--- src/rtl/rgb_led_arbiter.sv ---
// rgb_led_arbiter: shares one RGB LED driver between NUM_REQ requesters.
// Arbitration happens once per PWM frame, at the frame's last cycle. The
// lowest asserted index wins, and its colour and blink bits are latched for
// the whole next frame. The block drives per-channel PWM enables for
// RGB0PWM/RGB1PWM/RGB2PWM.
//
// Optional feature: define RGB_LED_ARBITER_BLINK_EN to build the frame-based
// blink counter and gating. When it is undefined, blink and BLINK_FRAMES are
// ignored.
//
// Ports:
//   clk        system clock (48 MHz)
//   reset      asynchronous, active-high reset
//   req        level request per requester (index 0 = highest priority)
//   color      per requester {red, green, blue} duty, requester i at
//              [i*3*PWM_BITS +: 3*PWM_BITS]
//   blink      per requester blink enable
//   gnt        one-hot (or zero) current owner
//   pwm_r/g/b  PWM enables to the RGB hard IP
//   frame_tick one-cycle pulse, coincident with the per-frame gnt update
module rgb_led_arbiter #(
   parameter int unsigned NUM_REQ      = 3,
   parameter int unsigned PWM_BITS     = 8,
   parameter int unsigned BLINK_FRAMES = 8192
) (
   input  logic                          clk,
   input  logic                          reset,
   input  logic [NUM_REQ-1:0]            req,
   input  logic [NUM_REQ*3*PWM_BITS-1:0] color,
   input  logic [NUM_REQ-1:0]            blink,
   output logic [NUM_REQ-1:0]            gnt,
   output logic                          pwm_r,
   output logic                          pwm_g,
   output logic                          pwm_b,
   output logic                          frame_tick
);

   localparam int unsigned COLOR_W = 3 * PWM_BITS;

   typedef enum logic {
      IDLE  = 1'b0,
      OWNED = 1'b1
   } state_t;

   state_t                state_q;
   state_t                state_d;
   logic [NUM_REQ-1:0]    gnt_d;
   logic [PWM_BITS-1:0]   pwm_cnt;
   logic [PWM_BITS-1:0]   active_r;
   logic [PWM_BITS-1:0]   active_g;
   logic [PWM_BITS-1:0]   active_b;
   logic [PWM_BITS-1:0]   active_r_d;
   logic [PWM_BITS-1:0]   active_g_d;
   logic [PWM_BITS-1:0]   active_b_d;
   logic                  frame_end;
   logic                  blink_gate;
`ifdef RGB_LED_ARBITER_BLINK_EN
   logic                  active_blink;
   logic                  active_blink_d;
`endif

   assign frame_end = (pwm_cnt == {PWM_BITS{1'b1}});

   // Ownership next-state: frozen mid-frame, re-arbitrated at frame_end.
   always_comb begin
      state_d    = state_q;
      gnt_d      = gnt;
      active_r_d = active_r;
      active_g_d = active_g;
      active_b_d = active_b;
`ifdef RGB_LED_ARBITER_BLINK_EN
      active_blink_d = active_blink;
`endif
      if (frame_end) begin
         state_d    = IDLE;
         gnt_d      = '0;
         active_r_d = '0;
         active_g_d = '0;
         active_b_d = '0;
`ifdef RGB_LED_ARBITER_BLINK_EN
         active_blink_d = 1'b0;
`endif
         // Scan downwards so that the lowest asserted index is the final writer.
         for (int i = int'(NUM_REQ) - 1; i >= 0; i--) begin
            if (req[i]) begin
               state_d = OWNED;
               gnt_d   = NUM_REQ'(1) << i;
               {active_r_d, active_g_d, active_b_d} = color[i*COLOR_W +: COLOR_W];
`ifdef RGB_LED_ARBITER_BLINK_EN
               active_blink_d = blink[i];
`endif
            end
         end
      end
   end

   // State, latched duties, frame counter and registered outputs.
   always_ff @(posedge clk or posedge reset) begin
      if (reset) begin
         state_q    <= IDLE;
         gnt        <= '0;
         active_r   <= '0;
         active_g   <= '0;
         active_b   <= '0;
         pwm_cnt    <= '0;
         pwm_r      <= 1'b0;
         pwm_g      <= 1'b0;
         pwm_b      <= 1'b0;
         frame_tick <= 1'b0;
`ifdef RGB_LED_ARBITER_BLINK_EN
         active_blink <= 1'b0;
`endif
      end else begin
         state_q    <= state_d;
         gnt        <= gnt_d;
         active_r   <= active_r_d;
         active_g   <= active_g_d;
         active_b   <= active_b_d;
         pwm_cnt    <= pwm_cnt + PWM_BITS'(1);
         // The compare uses the current count, so pwm lags pwm_cnt by one cycle.
         pwm_r      <= (pwm_cnt < active_r) && blink_gate;
         pwm_g      <= (pwm_cnt < active_g) && blink_gate;
         pwm_b      <= (pwm_cnt < active_b) && blink_gate;
         frame_tick <= frame_end;
`ifdef RGB_LED_ARBITER_BLINK_EN
         active_blink <= active_blink_d;
`endif
      end
   end

`ifdef RGB_LED_ARBITER_BLINK_EN
   localparam int unsigned BLINK_W = (BLINK_FRAMES > 1) ? $clog2(BLINK_FRAMES) : 1;

   logic [BLINK_W-1:0] blink_cnt;
   logic               blink_phase;

   // Free-running frame counter, so owner changes never restart the blink phase.
   always_ff @(posedge clk or posedge reset) begin
      if (reset) begin
         blink_cnt   <= '0;
         blink_phase <= 1'b1;
      end else if (frame_end) begin
         if (blink_cnt == BLINK_W'(BLINK_FRAMES - 1)) begin
            blink_cnt   <= '0;
            blink_phase <= ~blink_phase;
         end else begin
            blink_cnt <= blink_cnt + BLINK_W'(1);
         end
      end
   end

   assign blink_gate = !active_blink || blink_phase;
`else
   logic unused_blink;

   assign blink_gate   = 1'b1;
   assign unused_blink = ^{blink, 32'(BLINK_FRAMES)};
`endif

endmodule

--- config.mk ---
export PLATFORM = sky130hd
export DESIGN_NAME = rgb_led_arbiter
export DESIGN_NICKNAME = d
export VERILOG_FILES = /design/src/rtl/rgb_led_arbiter.sv
export SDC_FILE = /design/constraint.sdc
export NUM_CORES = 1
export LEC_CHECK = 0
export CORE_ASPECT_RATIO = 0.7
export CORE_MARGIN = 5
export CORE_UTILIZATION = 40
export DETAILED_ROUTE_END_ITERATION = 7
export MAX_ROUTING_LAYER = met4
export PLACE_DENSITY = 0.71
export SYNTH_ARGS = -nofsm -noshare
export SYNTH_HDL_FRONTEND = slang
export SYNTH_SLANG_ARGS = --single-unit
--- constraint.sdc ---
create_clock -name clk -period 1.5 [get_ports clk]
set_input_delay 0.3 -clock clk [delete_from_list [all_inputs] [get_ports clk]]
set_output_delay 0.3 -clock clk [all_outputs]
set_load 0.01 [all_outputs]
* Word level (Yosys, flattened, before mapping)
Cells that the tools add are included.
** Operators by class
- Mux-type cells :: 12
- Bitwise operators :: 0
- $lt $le $gt $ge :: 3
- Eq/ne operators :: 1
- Reductions and logical operators :: 0
- Divide/modulo/power cells :: 0
- Multipliers :: 0
- Shift operators :: 0
- Add/subtract/negate cells :: 1
** Operators by type and width (number)
- two-way mux 8 bit :: 9
- less-than comparator 8 bit :: 3
- two-way mux 3 bit :: 3
- adder 8 x 1 -> 8 bit (second input constant) :: 1
- == test 8 bit (second input constant) :: 1
** Word-level totals
- Output and inout bits :: 7
- RAM bits :: 0
- Input bits :: 80
- Logic and storage cells :: 26
- Latch bits :: 0
- ROM bits :: 0
- Memories kept :: 0
- Flip-flop bits (word level) :: 39

* Logic depth before layout (Yosys ltp)
Gate-level depths: netlist of run 1.
- Word-level depth :: 3
- Gate-level depth with buffers :: 7
- Gate-level depth less buffers :: 5

* Worst setup path before layout of run 1
No wires, ideal clock.
- Path kind :: register to register
- From :: reg pwm_cnt[1]
- To :: reg active_b[3]
- Setup time :: 0.125 ns
- Path buffers :: 2
- Path slack :: -0.036 ns
- Required time :: 1.375 ns
- Arrival :: 1.411 ns
- Stages on the path, launching flop included :: 7
- Cells stage by stage :: dfrtp_1 -> ha_1 -> nand3_2 -> nor2_2 -> buf_6 -> buf_12 -> mux2_4
** On the way
- Cells in the longest elaborated chain, start to end :: 1
** RTL lines
- from (decl) :: line 48 : logic [PWM_BITS-1:0] pwm_cnt;
- from (signal assigned) :: line 119 : pwm_cnt <= pwm_cnt + PWM_BITS'(1);
- == test 8 bit :: line 62 : assign frame_end = (pwm_cnt == {PWM_BITS{1'b1}});
- net frame_end :: line 55 : logic frame_end;
- to (signal assigned) :: line 118 : active_b <= active_b_d;
- to (decl) :: line 51 : logic [PWM_BITS-1:0] active_b;
The timed path passes the listed nets, and every way through them passes these cells.
A chain may end at the register's enable or synchronous reset.

* Worst setup path after layout of run 1
- From :: reg pwm_cnt[1]
- To :: reg active_g[2]
** On the way
- Cells in the longest elaborated chain, start to end :: 1
** RTL lines
- == test 8 bit :: line 62
- to (signal assigned) :: line 117 : active_g <= active_g_d;
- to (decl) :: line 50 : logic [PWM_BITS-1:0] active_g;
No other way between the ends.

==> impl_metrics.py, run 1 <==
metrics = {
    "drt": {
        "routed_via_density": 5.14,
        "drt_pre_antenna_iters": 4,
        "dr_iter_0_viols": 56,
        "totalWireLength_mm": 6.36,
        "vias": 2127,
        "detail_route.drc_violations": 0,
        "ant_nets": 0,
        "detail_route.wl_per_cell_um": 15.4,
    },
    "critical_path": {
        "crit_arrival_ps": 1670,
        "nature_of_the_critical_path_endpoint": "register",
        "worst-endpoint-required_ps": 1680,
        "path_class": "register to register",
        "cp_max_fo": 14,
        "worstSetupStartpointType": "register",
    },
    "clock_network": {
        "clock_latency_ps": 290,
        "ctsRootBufferMaster": "sky130_fd_sc_hd__clkbuf_8",
        "clkTransAtPathRegs_ps": 70,
        "cts_sinks": 39,
        "postCtsHoldBufs": 0,
        "ctsHtreeMaxLevel": 2,
        "clock_tree.buffer_depth": 2,
        "cts-buffers-inserted": 5,
        "clock_tree_from_tritoncts": "built",
    },
    "timing": {
        "clock_skew_ps": 1.07,
        "worst-slew-pin-transition_ps": 403,
        "rsz0062_at_grt": "true",
        "final_max_slew_viol_count": 0,
        "timing.slew.headroom_pct": 73.1,
        "maxClockFrequency_mhz": 671,
        "layout_worst_path_cycle_share_pct": 99.3,
        "hold_slack_ps": 364,
        "postLayoutSetupSlackWorst_ps": 10.3,
        "hold_violations_final": 0,
        "final.min_clock_period_ps": 1490,
        "finalSetupViolations": 0,
    },
    "global_routing": {
        "grt_start_max_net_pins": 52,
        "total_congestion_overflow_after_global_routing": 0,
        "grt.total_usage_pct": 17.5,
        "antenna_violations_before_repair": 0,
        "grt_pass1_vias": 2204,
        "grt_first_pass_wirelength_mm": 10.1,
    },
    "floorplanning": {
        "starting_density_of_the_core_pct": 41.9,
        "die-area_um2": 7780,
        "die_h_um": 75.3,
        "num_io_pins": 87,
        "floorplan.die.width_um": 103,
        "row_count": 23,
        "placeable_core_region_um2": 5810,
    },
    "yosys": {
        "syn-instance-count": 243,
        "synth-warning-count": 0,
        "synth.top_cell.area_share_pct": 40.0,
        "synth.yosys.seq_area_share_pct": 40.0,
        "synth-edff-count": 0,
        "yosysUniqueCellTypes": 30,
        "synth.cell_area_um2": 2440,
        "post_synth.cell_area_avg_um2": 10.0,
        "synth.ff_latch_count": 39,
        "yosysMostFrequentCell": "sky130_fd_sc_hd__dfrtp_1",
        "yosys_most_used_dff": "sky130_fd_sc_hd__dfrtp_1",
        "yosys-top-cells-count": "39 x sky130_fd_sc_hd__dfrtp_1, 27 x sky130_fd_sc_hd__nand2_1, 25 x sky130_fd_sc_hd__o21ai_0, 23 x sky130_fd_sc_hd__a22oi_1, 23 x sky130_fd_sc_hd__inv_1",
        "ys_async_sr_fraction_pct": 100,
        "synth.net_count": 345,
        "synthTopCellsByArea": "sky130_fd_sc_hd__dfrtp_1 40%, sky130_fd_sc_hd__ha_1 11%, sky130_fd_sc_hd__mux2_2 8.8%",
        "synth_top_cell_by_area": "sky130_fd_sc_hd__dfrtp_1",
    },
    "placed_design": {
        "finalWeightedCongestion": 0.745,
        "dp_hpwl_mm": 4.67,
        "place.port_buffers": 83,
        "placed_cells": 400,
        "pre_cts_ws_ps": -387,
    },
    "layout": {
        "design.final.nets": 440,
        "proportion_of_layout_cells_with_a_drive_suffix_above_1_pct": 18.9,
        "final_core_util_pct": 63.1,
        "insertedDiodeCount": 0,
        "p_r_area_growth_vs_syn_pct": 50.5,
        "post_layout_nonfiller_instances": 414,
    },
    "run": {
        "max_cap_violations": 0,
    },
    "power": {
        "power.density_cell_area_nw_per_um2": 574,
        "total_power_w": 0.00211,
        "leakage_nw": 1.64,
        "irDropWorstVdd_v": 0.000314,
    },
    "worst_hold_path": {
        "hp-class": "primary input to asynchronous set/reset pin",
    },
    "run_status": {
        "outcome": "finished clean",
    },
}
-- cell type report --
type	instances	area [um2]
Fill cell	485	2150
Timing Repair Buffer	99	1020
Clock buffer	5	68.8
Inverter	23	86.3
Sequential cell	39	978
Multi-Input combinational cell	170	1400
Clock inverter	3	15.0
Tap cell	75	93.8
-- timing repair --
action	CTS	global route
cloned	1	2
pin swaps	1	2
buffers inserted	1	2
gates resized for setup	3	21
endpoints found under the setup margin	25	32
-- report_power, final --
group	total (W)	internal, W	switching, W
clock network	0.000684	0.000318	0.000366
registers	0.00105	0.00105	0
logic	0.000371	0.000240	0.000132
-- state kept, by name, summed over array words and instances, names as in the netlist --
register,flops
active_b,8
active_g,8
active_r,8
pwm_cnt,8
gnt,3
frame_tick,1
pwm_b,1
pwm_g,1
pwm_r,1
-- critical path: stages (launching register included) --
cell and delay, ps:
sky130_fd_sc_hd__dfrtp_2 420, sky130_fd_sc_hd__ha_4 170, sky130_fd_sc_hd__nand3_4 80, sky130_fd_sc_hd__nor2_4 160, sky130_fd_sc_hd__clkbuf_16 210, sky130_fd_sc_hd__mux2_2 330
-- cell usage in the layout, fill, tap and decap left out, types with 4 or more instances in the layout --
| cell type | count |
|---|---|
| sky130_fd_sc_hd__ha_1 | 19 |
| sky130_fd_sc_hd__o21ai_1 | 6 |
| sky130_fd_sc_hd__dfrtp_1 | 37 |
| sky130_fd_sc_hd__buf_4 | 11 |
| sky130_fd_sc_hd__mux2_2 | 18 |
| sky130_fd_sc_hd__nand2b_1 | 4 |
| sky130_fd_sc_hd__a21o_1 | 6 |
| sky130_fd_sc_hd__a22oi_1 | 23 |
| sky130_fd_sc_hd__nand2_1 | 27 |
| sky130_fd_sc_hd__xor2_1 | 4 |
| sky130_fd_sc_hd__clkbuf_8 | 5 |
| sky130_fd_sc_hd__inv_1 | 23 |
| sky130_fd_sc_hd__clkdlybuf4s50_1 | 77 |
| sky130_fd_sc_hd__dlymetal6s2s_1 | 6 |
| sky130_fd_sc_hd__o21ai_0 | 22 |
| sky130_fd_sc_hd__mux2_4 | 6 |
-- stage by stage --
step / TNS, ps / instance area (um2)
after floorplan: 0 / 2450
after global placement: -7430 / 3420
after detailed placement: -7890 / 3420
after CTS: -697 / 3530
after global routing: -570 / 3670
final: 0 / 3670
-- kinds of logic after synthesis --
family	count (synthesis)	synth area share (%)
fa+ha+maj	22	11.3
mux	24	11.9
simple gates	44	8.68
flops	39	40.0
compound gates	72	18.8
xor+xnor	6	2.16
buf+inv	36	7.14
-- layer usage --
metal	global-route usage, %	vias to the layer above	share of wire (%)
met5	-	-	0
li1	-	1055	-
met2	27.2	57	46
met1	23.5	1008	49
met3	4.03	7	4.4
met4	3.74	0	0.96
-- final timing paths --
kind	startpoint	to	slack [ps]	depth (start not counted)
worst max-delay path	pwm_cnt[1]	active_g[2]	10	5
worst min-delay path	reset	pwm_b	360	3
worst max register to register	pwm_cnt[1]	active_g[2]	10	5
worst min register to register	gnt[0]	gnt[0]	510	1
max in group asynchronous	reset	pwm_cnt[3]	930	3
min in group clk	req[2]	gnt[2]	500	4
(Power assumes the default switching activity.)
==> inputs of run 2 (changes only) <==
--- a/config.mk
+++ b/config.mk
@@ -10,2 +10,3 @@
 export CORE_UTILIZATION = 40
+export CTS_CLUSTER_DIAMETER = 50
 export DETAILED_ROUTE_END_ITERATION = 7
--- a/constraint.sdc
+++ b/constraint.sdc
@@ -3,2 +3,2 @@
 set_output_delay 0.3 -clock clk [all_outputs]
-set_load 0.01 [all_outputs]
+set_load 0.1 [all_outputs]
==> run 2 against run 1 <==
The run now ends with negative setup slack left. Clock skew rose by 4.3 ps. Design area increased by 8.6%. Largest power group unchanged. Largest cell class unchanged. Clock power increased by 2%. Via count is 5.2% higher.
==> impl_metrics.py, run 2 (synthesized netlist as in run 1, its figures left out) <==
metrics = {
    "timing": {
        "timing.slew.headroom_pct": 77.3,
        "layout_worst_path_cycle_share_pct": 105,
        "hold_violations_final": 0,
        "finalSetupViolations": 25,
        "postLayoutSetupSlackWorst_ps": -70.2,
        "maxClockFrequency_mhz": 637,
        "final.min_clock_period_ps": 1570,
        "rsz0062_at_grt": "true",
        "worst-slew-pin-transition_ps": 340,
        "clock_skew_ps": 5.34,
        "hold_slack_ps": 359,
        "fin_tns_setup_ps": -1080,
        "final_max_slew_viol_count": 0,
    },
    "power": {
        "leakage_nw": 1.73,
        "internal_power_w": 0.00162,
        "switchingPower_w": 0.000502,
        "irDropWorstVdd_v": 0.000280,
        "seqPwrFrac_pct": 49.6,
        "total_power_w": 0.00212,
        "power.density_cell_area_nw_per_um2": 532,
        "power.share.clock_pct": 33.0,
        "switching_share_pct": 23.7,
        "comb_power_share_pct": 17.4,
    },
    "clock_network": {
        "clkTransAtPathRegs_ps": 80,
        "clock_latency_ps": 300,
        "ctsHtreeMaxLevel": 2,
        "cts_sinks": 39,
        "clock_tree_from_tritoncts": "built",
        "clock_tree.buffer_depth": 2,
        "cts-buffers-inserted": 5,
        "ctsRootBufferMaster": "sky130_fd_sc_hd__clkbuf_8",
    },
    "critical_path": {
        "worstSetupStartpointType": "register",
        "crit_arrival_ps": 1760,
        "critical_path.max_stage_delay_ps": 420,
        "cp_max_fo": 7,
        "worst-endpoint-required_ps": 1690,
        "path_class": "register to register",
        "critical_path.top_delay_family": "flip-flops",
        "nature_of_the_critical_path_endpoint": "register",
        "worst_path_max_delay_cell": "sky130_fd_sc_hd__dfrtp_2",
        "path_cells": "ha_4 -> nand3_4 -> nor2_4 -> buf_6 -> clkbuf_16 -> mux2_4",
        "worstPathBufferInverterCount": 2,
    },
    "drt": {
        "vias": 2237,
        "detail_route.drc_violations": 0,
        "dr_iter_0_viols": 108,
        "ant_nets": 0,
        "routed_via_density": 5.24,
        "totalWireLength_mm": 7.05,
        "detail_route.wl_per_cell_um": 16.5,
        "drt_pre_antenna_iters": 4,
    },
    "floorplanning": {
        "die-area_um2": 7780,
        "floorplan.die.width_um": 103,
        "num_io_pins": 87,
        "die_h_um": 75.3,
        "row_count": 23,
        "starting_density_of_the_core_pct": 41.9,
        "placeable_core_region_um2": 5810,
    },
    "layout": {
        "p_r_area_growth_vs_syn_pct": 63.4,
        "num-fill-cells": 440,
        "final_cell_mix": "75 x sky130_fd_sc_hd__clkdlybuf4s50_1, 36 x sky130_fd_sc_hd__dfrtp_1, 27 x sky130_fd_sc_hd__nand2_1",
        "insertedDiodeCount": 0,
        "layout_commonest_cell": "sky130_fd_sc_hd__clkdlybuf4s50_1",
        "post_layout_nonfiller_instances": 427,
        "design.final.nets": 453,
        "proportion_of_layout_cells_with_a_drive_suffix_above_1_pct": 24.4,
        "area.sequential_um2": 980,
        "finalInstanceArea_um2": 3980,
        "multiInputGateArea_um2": 1490,
    },
    "run_status": {
        "outcome": "complete, but fails checks",
        "failing_checks": "negative setup slack",
    },
    "global_routing": {
        "gr-max-usage-layer": "met2",
        "global_route.usage.met2_pct": 28.1,
        "grt_pass1_vias": 2254,
        "grt_start_max_net_pins": 52,
        "globalRouteMet1Util_pct": 24.6,
        "total_congestion_overflow_after_global_routing": 0,
        "grt.total_usage_pct": 18.2,
        "antenna_violations_before_repair": 0,
        "grt_first_pass_wirelength_mm": 10.5,
        "groute.layer.met3.usage_pct": 3.66,
    },
    "run": {
        "max_cap_violations": 0,
    },
    "worst_hold_path": {
        "hp-class": "primary input to asynchronous set/reset pin",
    },
    "placed_design": {
        "finalWeightedCongestion": 0.761,
        "place.port_buffers": 83,
        "place_area_um2": 3490,
        "placed_cells": 401,
        "dp_hpwl_mm": 4.67,
    },
}
run 2: worst register-to-register path, stage by stage, from the launching register on:
cell                        delay (ps)
sky130_fd_sc_hd__dfrtp_2           420
sky130_fd_sc_hd__ha_4              170
sky130_fd_sc_hd__nand3_4            80
sky130_fd_sc_hd__nor2_4            180
sky130_fd_sc_hd__buf_6             150
sky130_fd_sc_hd__clkbuf_16         160
sky130_fd_sc_hd__mux2_4            310
run 2: timing repair:
item | in CTS | in global routing
pin swaps | 6 | 9
hold buffers | 0 | 0
endpoints found under the setup margin | 26 | 28
cloned | 2 | 1
resized for setup | 10 | 42
buffers inserted | 4 | 11
run 2: layout make-up:
| cell class | instances | area share, % |
|---|---|---|
| multi-input combinational | 169 | 37.5 |
| timing repair buffer | 113 | 31.3 |
| clock inverter | 1 | 0.126 |
| clock buffer | 7 | 1.92 |
| sequential | 39 | 24.6 |
| tap | 75 | 2.36 |
| inverter | 23 | 2.17 |
run 2: power groups by stage:
stage                     sequential [W]  clock [W]  combinational [W]
final                            0.00105   0.000698           0.000369
after floorplan                  0.00107          0           0.000117
after CTS                        0.00105   0.000716           0.000364
after global routing             0.00105   0.000764           0.000404
after detailed placement         0.00107          0           0.000355
after global placement           0.00107          0           0.000351
run 2: routing by layer:
layer	share of wire, %	vias up
met3	4.5	9
met4	1.5	0
met5	0	-
met2	47	68
met1	47	1081
li1	-	1079
run 2: final timing paths:
path	startpoint	end	slack, ps	depth (start not counted)
setup / recovery	pwm_cnt[1]	active_g[4]	-70	6
hold / removal	reset	gnt[1]	360	3
setup reg to reg	pwm_cnt[1]	active_g[4]	-70	6
hold reg to reg	active_g[2]	active_g[2]	510	1
max in group asynchronous	reset	pwm_cnt[1]	930	3
min in group clk	active_g[2]	active_g[2]	510	1
run 2: metrics by stage:
step	util, %	setup slack (ps)
after CTS	63.2	-30.2
after global routing	68.5	-108
after detailed placement	60.1	-379
final	68.5	-70.2
after floorplan	-	12.0
after global placement	60.1	-341
==> inputs of run 3 (changes only) <==
PLACE_DENSITY = 0.86   (was 0.71)
SKIP_CTS_REPAIR_TIMING = 1   (was not set)
==> run 3 against run 2 <==
The flow still finishes with violations (negative setup slack). Clock power is 1% lower. Global-route usage decreased by 0.28 points. Total power decreased by 0.44%. Clock skew rose by 2.0 ps. Worst setup slack gained 5.7 ps.
==> impl_metrics.py, run 3 (synthesized netlist as in run 1, its figures left out) <==
metrics = {
    "clock_network": {
        "ctsHtreeMaxLevel": 2,
        "clock_tree.buffer_depth": 2,
        "cts_sinks": 39,
        "cts-buffers-inserted": 5,
        "clkTransAtPathRegs_ps": 80,
        "clock_tree_from_tritoncts": "built",
        "clock_latency_ps": 290,
        "ctsRootBufferMaster": "sky130_fd_sc_hd__clkbuf_8",
    },
    "timing": {
        "postLayoutSetupSlackWorst_ps": -64.5,
        "fin_tns_setup_ps": -929,
        "final_max_slew_viol_count": 0,
        "hold_violations_final": 0,
        "finalSetupViolations": 22,
        "clock_skew_ps": 7.33,
        "maxClockFrequency_mhz": 639,
        "hold_slack_ps": 364,
        "rsz0062_at_grt": "true",
        "timing.slew.headroom_pct": 75.6,
        "worst-slew-pin-transition_ps": 366,
        "final.min_clock_period_ps": 1560,
        "layout_worst_path_cycle_share_pct": 104,
    },
    "drt": {
        "detail_route.wl_per_cell_um": 16.8,
        "routed_via_density": 5.26,
        "ant_nets": 0,
        "detail_route.drc_violations": 0,
        "totalWireLength_mm": 6.92,
        "vias": 2172,
        "drt_pre_antenna_iters": 4,
        "dr_iter_0_viols": 109,
    },
    "power": {
        "total_power_w": 0.00211,
        "power.density_cell_area_nw_per_um2": 569,
        "irDropWorstVdd_v": 0.000310,
        "leakage_nw": 1.63,
    },
    "global_routing": {
        "grt_first_pass_wirelength_mm": 10.6,
        "total_congestion_overflow_after_global_routing": 0,
        "grt_start_max_net_pins": 52,
        "grt.total_usage_pct": 17.9,
        "antenna_violations_before_repair": 0,
        "grt_pass1_vias": 2295,
    },
    "run": {
        "max_cap_violations": 0,
    },
    "layout": {
        "layout_commonest_cell": "sky130_fd_sc_hd__clkdlybuf4s50_1",
        "final_core_util_pct": 63.7,
        "design.final.nets": 439,
        "insertedDiodeCount": 0,
        "p_r_area_growth_vs_syn_pct": 51.9,
        "finalInstanceArea_um2": 3700,
        "proportion_of_layout_cells_with_a_drive_suffix_above_1_pct": 19.5,
        "final_cell_mix": "75 x sky130_fd_sc_hd__clkdlybuf4s50_1, 35 x sky130_fd_sc_hd__dfrtp_1, 27 x sky130_fd_sc_hd__nand2_1",
    },
    "critical_path": {
        "nature_of_the_critical_path_endpoint": "register",
        "worst-endpoint-required_ps": 1670,
        "critical_path.max_stage_delay_ps": 410,
        "r2r-end": "active_r[7]",
        "worst_path_max_delay_cell": "sky130_fd_sc_hd__dfrtp_2",
        "worst-r2r-setup-slack_ps": -60,
        "path_cells": "ha_4 -> nand3_4 -> nor2_4 -> buf_12 -> mux2_2",
        "cp_max_fo": 15,
        "path_class": "register to register",
        "crit_arrival_ps": 1740,
        "critical_path.reg2reg.startpoint": "pwm_cnt[1]",
        "worst-r2r-cell-count": 5,
        "worstSetupStartpointType": "register",
    },
    "floorplanning": {
        "floorplan.die.width_um": 103,
        "placeable_core_region_um2": 5810,
        "num_io_pins": 87,
        "row_count": 23,
        "die_h_um": 75.3,
        "die-area_um2": 7780,
        "starting_density_of_the_core_pct": 41.9,
    },
    "placed_design": {
        "place.port_buffers": 83,
        "dp_hpwl_mm": 4.82,
        "place_area_um2": 3480,
        "finalWeightedCongestion": 0.798,
    },
    "worst_hold_path": {
        "hp-class": "primary input to asynchronous set/reset pin",
    },
    "run_status": {
        "outcome": "complete, but fails checks",
        "failing_checks": "negative setup slack",
    },
}
[run 3: changes by cell type in the layout (fill, tap and decap cells not counted), sizes merged]
cell	before	now
buf	35	22
clkbuf	9	8
[run 3: worst max-delay path, delay by kind of cell, from the launching register on]
family                   cells  cell delay, ps
flip-flops                   1             410
multiplexers                 1             340
AND/OR/NAND/NOR              2             320
buffers and inverters        1             180
adder cells (fa/ha/maj)      1             170
[run 3: report_power, final]
group | internal (W) | switching, W | leakage, nW | total [W]
sequential | 0.00105 | 0 | 0.503 | 0.00105
combinational | 0.000235 | 0.000132 | 1.08 | 0.000367
clock | 0.000327 | 0.000364 | 0.0422 | 0.000691
[run 3: final cells by class]
class,instances,area [um2]
Clock buffer,7,76.3
Clock inverter,1,5.00
Fill cell,423,2110
Inverter,23,86.3
Multi-Input combinational cell,169,1370
Sequential cell,39,981
Tap cell,75,93.8
Timing Repair Buffer,99,1090
[run 3: worst max-delay path by stage]
stage	from	endpoint	slack (ps)	cells past startpoint
after CTS	pwm_cnt[1]	active_r[7]	-140	5
after global placement	req[1]	active_b[2]	-370	5
after detailed placement	req[1]	active_b[5]	-430	5
after global routing	pwm_cnt[1]	active_r[7]	-130	5
after floorplan	pwm_cnt[1]	active_b[3]	10	6
final	pwm_cnt[1]	active_r[7]	-60	5
[run 3: per-layer routing]
layer / vias to the layer above / track usage (%) / share of wire, % / wire length [um]
met1: 1026 / 22.4 / 42 / 2940
met5: - / - / 0 / 0
li1: 1050 / - / - / -
met4: 0 / 4.74 / 1.7 / 118
met2: 81 / 30.1 / 50 / 3470
met3: 15 / 3.66 / 5.7 / 395
[run 3: per-stage QoR]
stage / instances / setup WS, ps
after floorplan: 243 / 12.0
after global placement: 399 / -374
after detailed placement: 399 / -429
after CTS: 407 / -137
after global routing: 413 / -134
final: 413 / -64.5
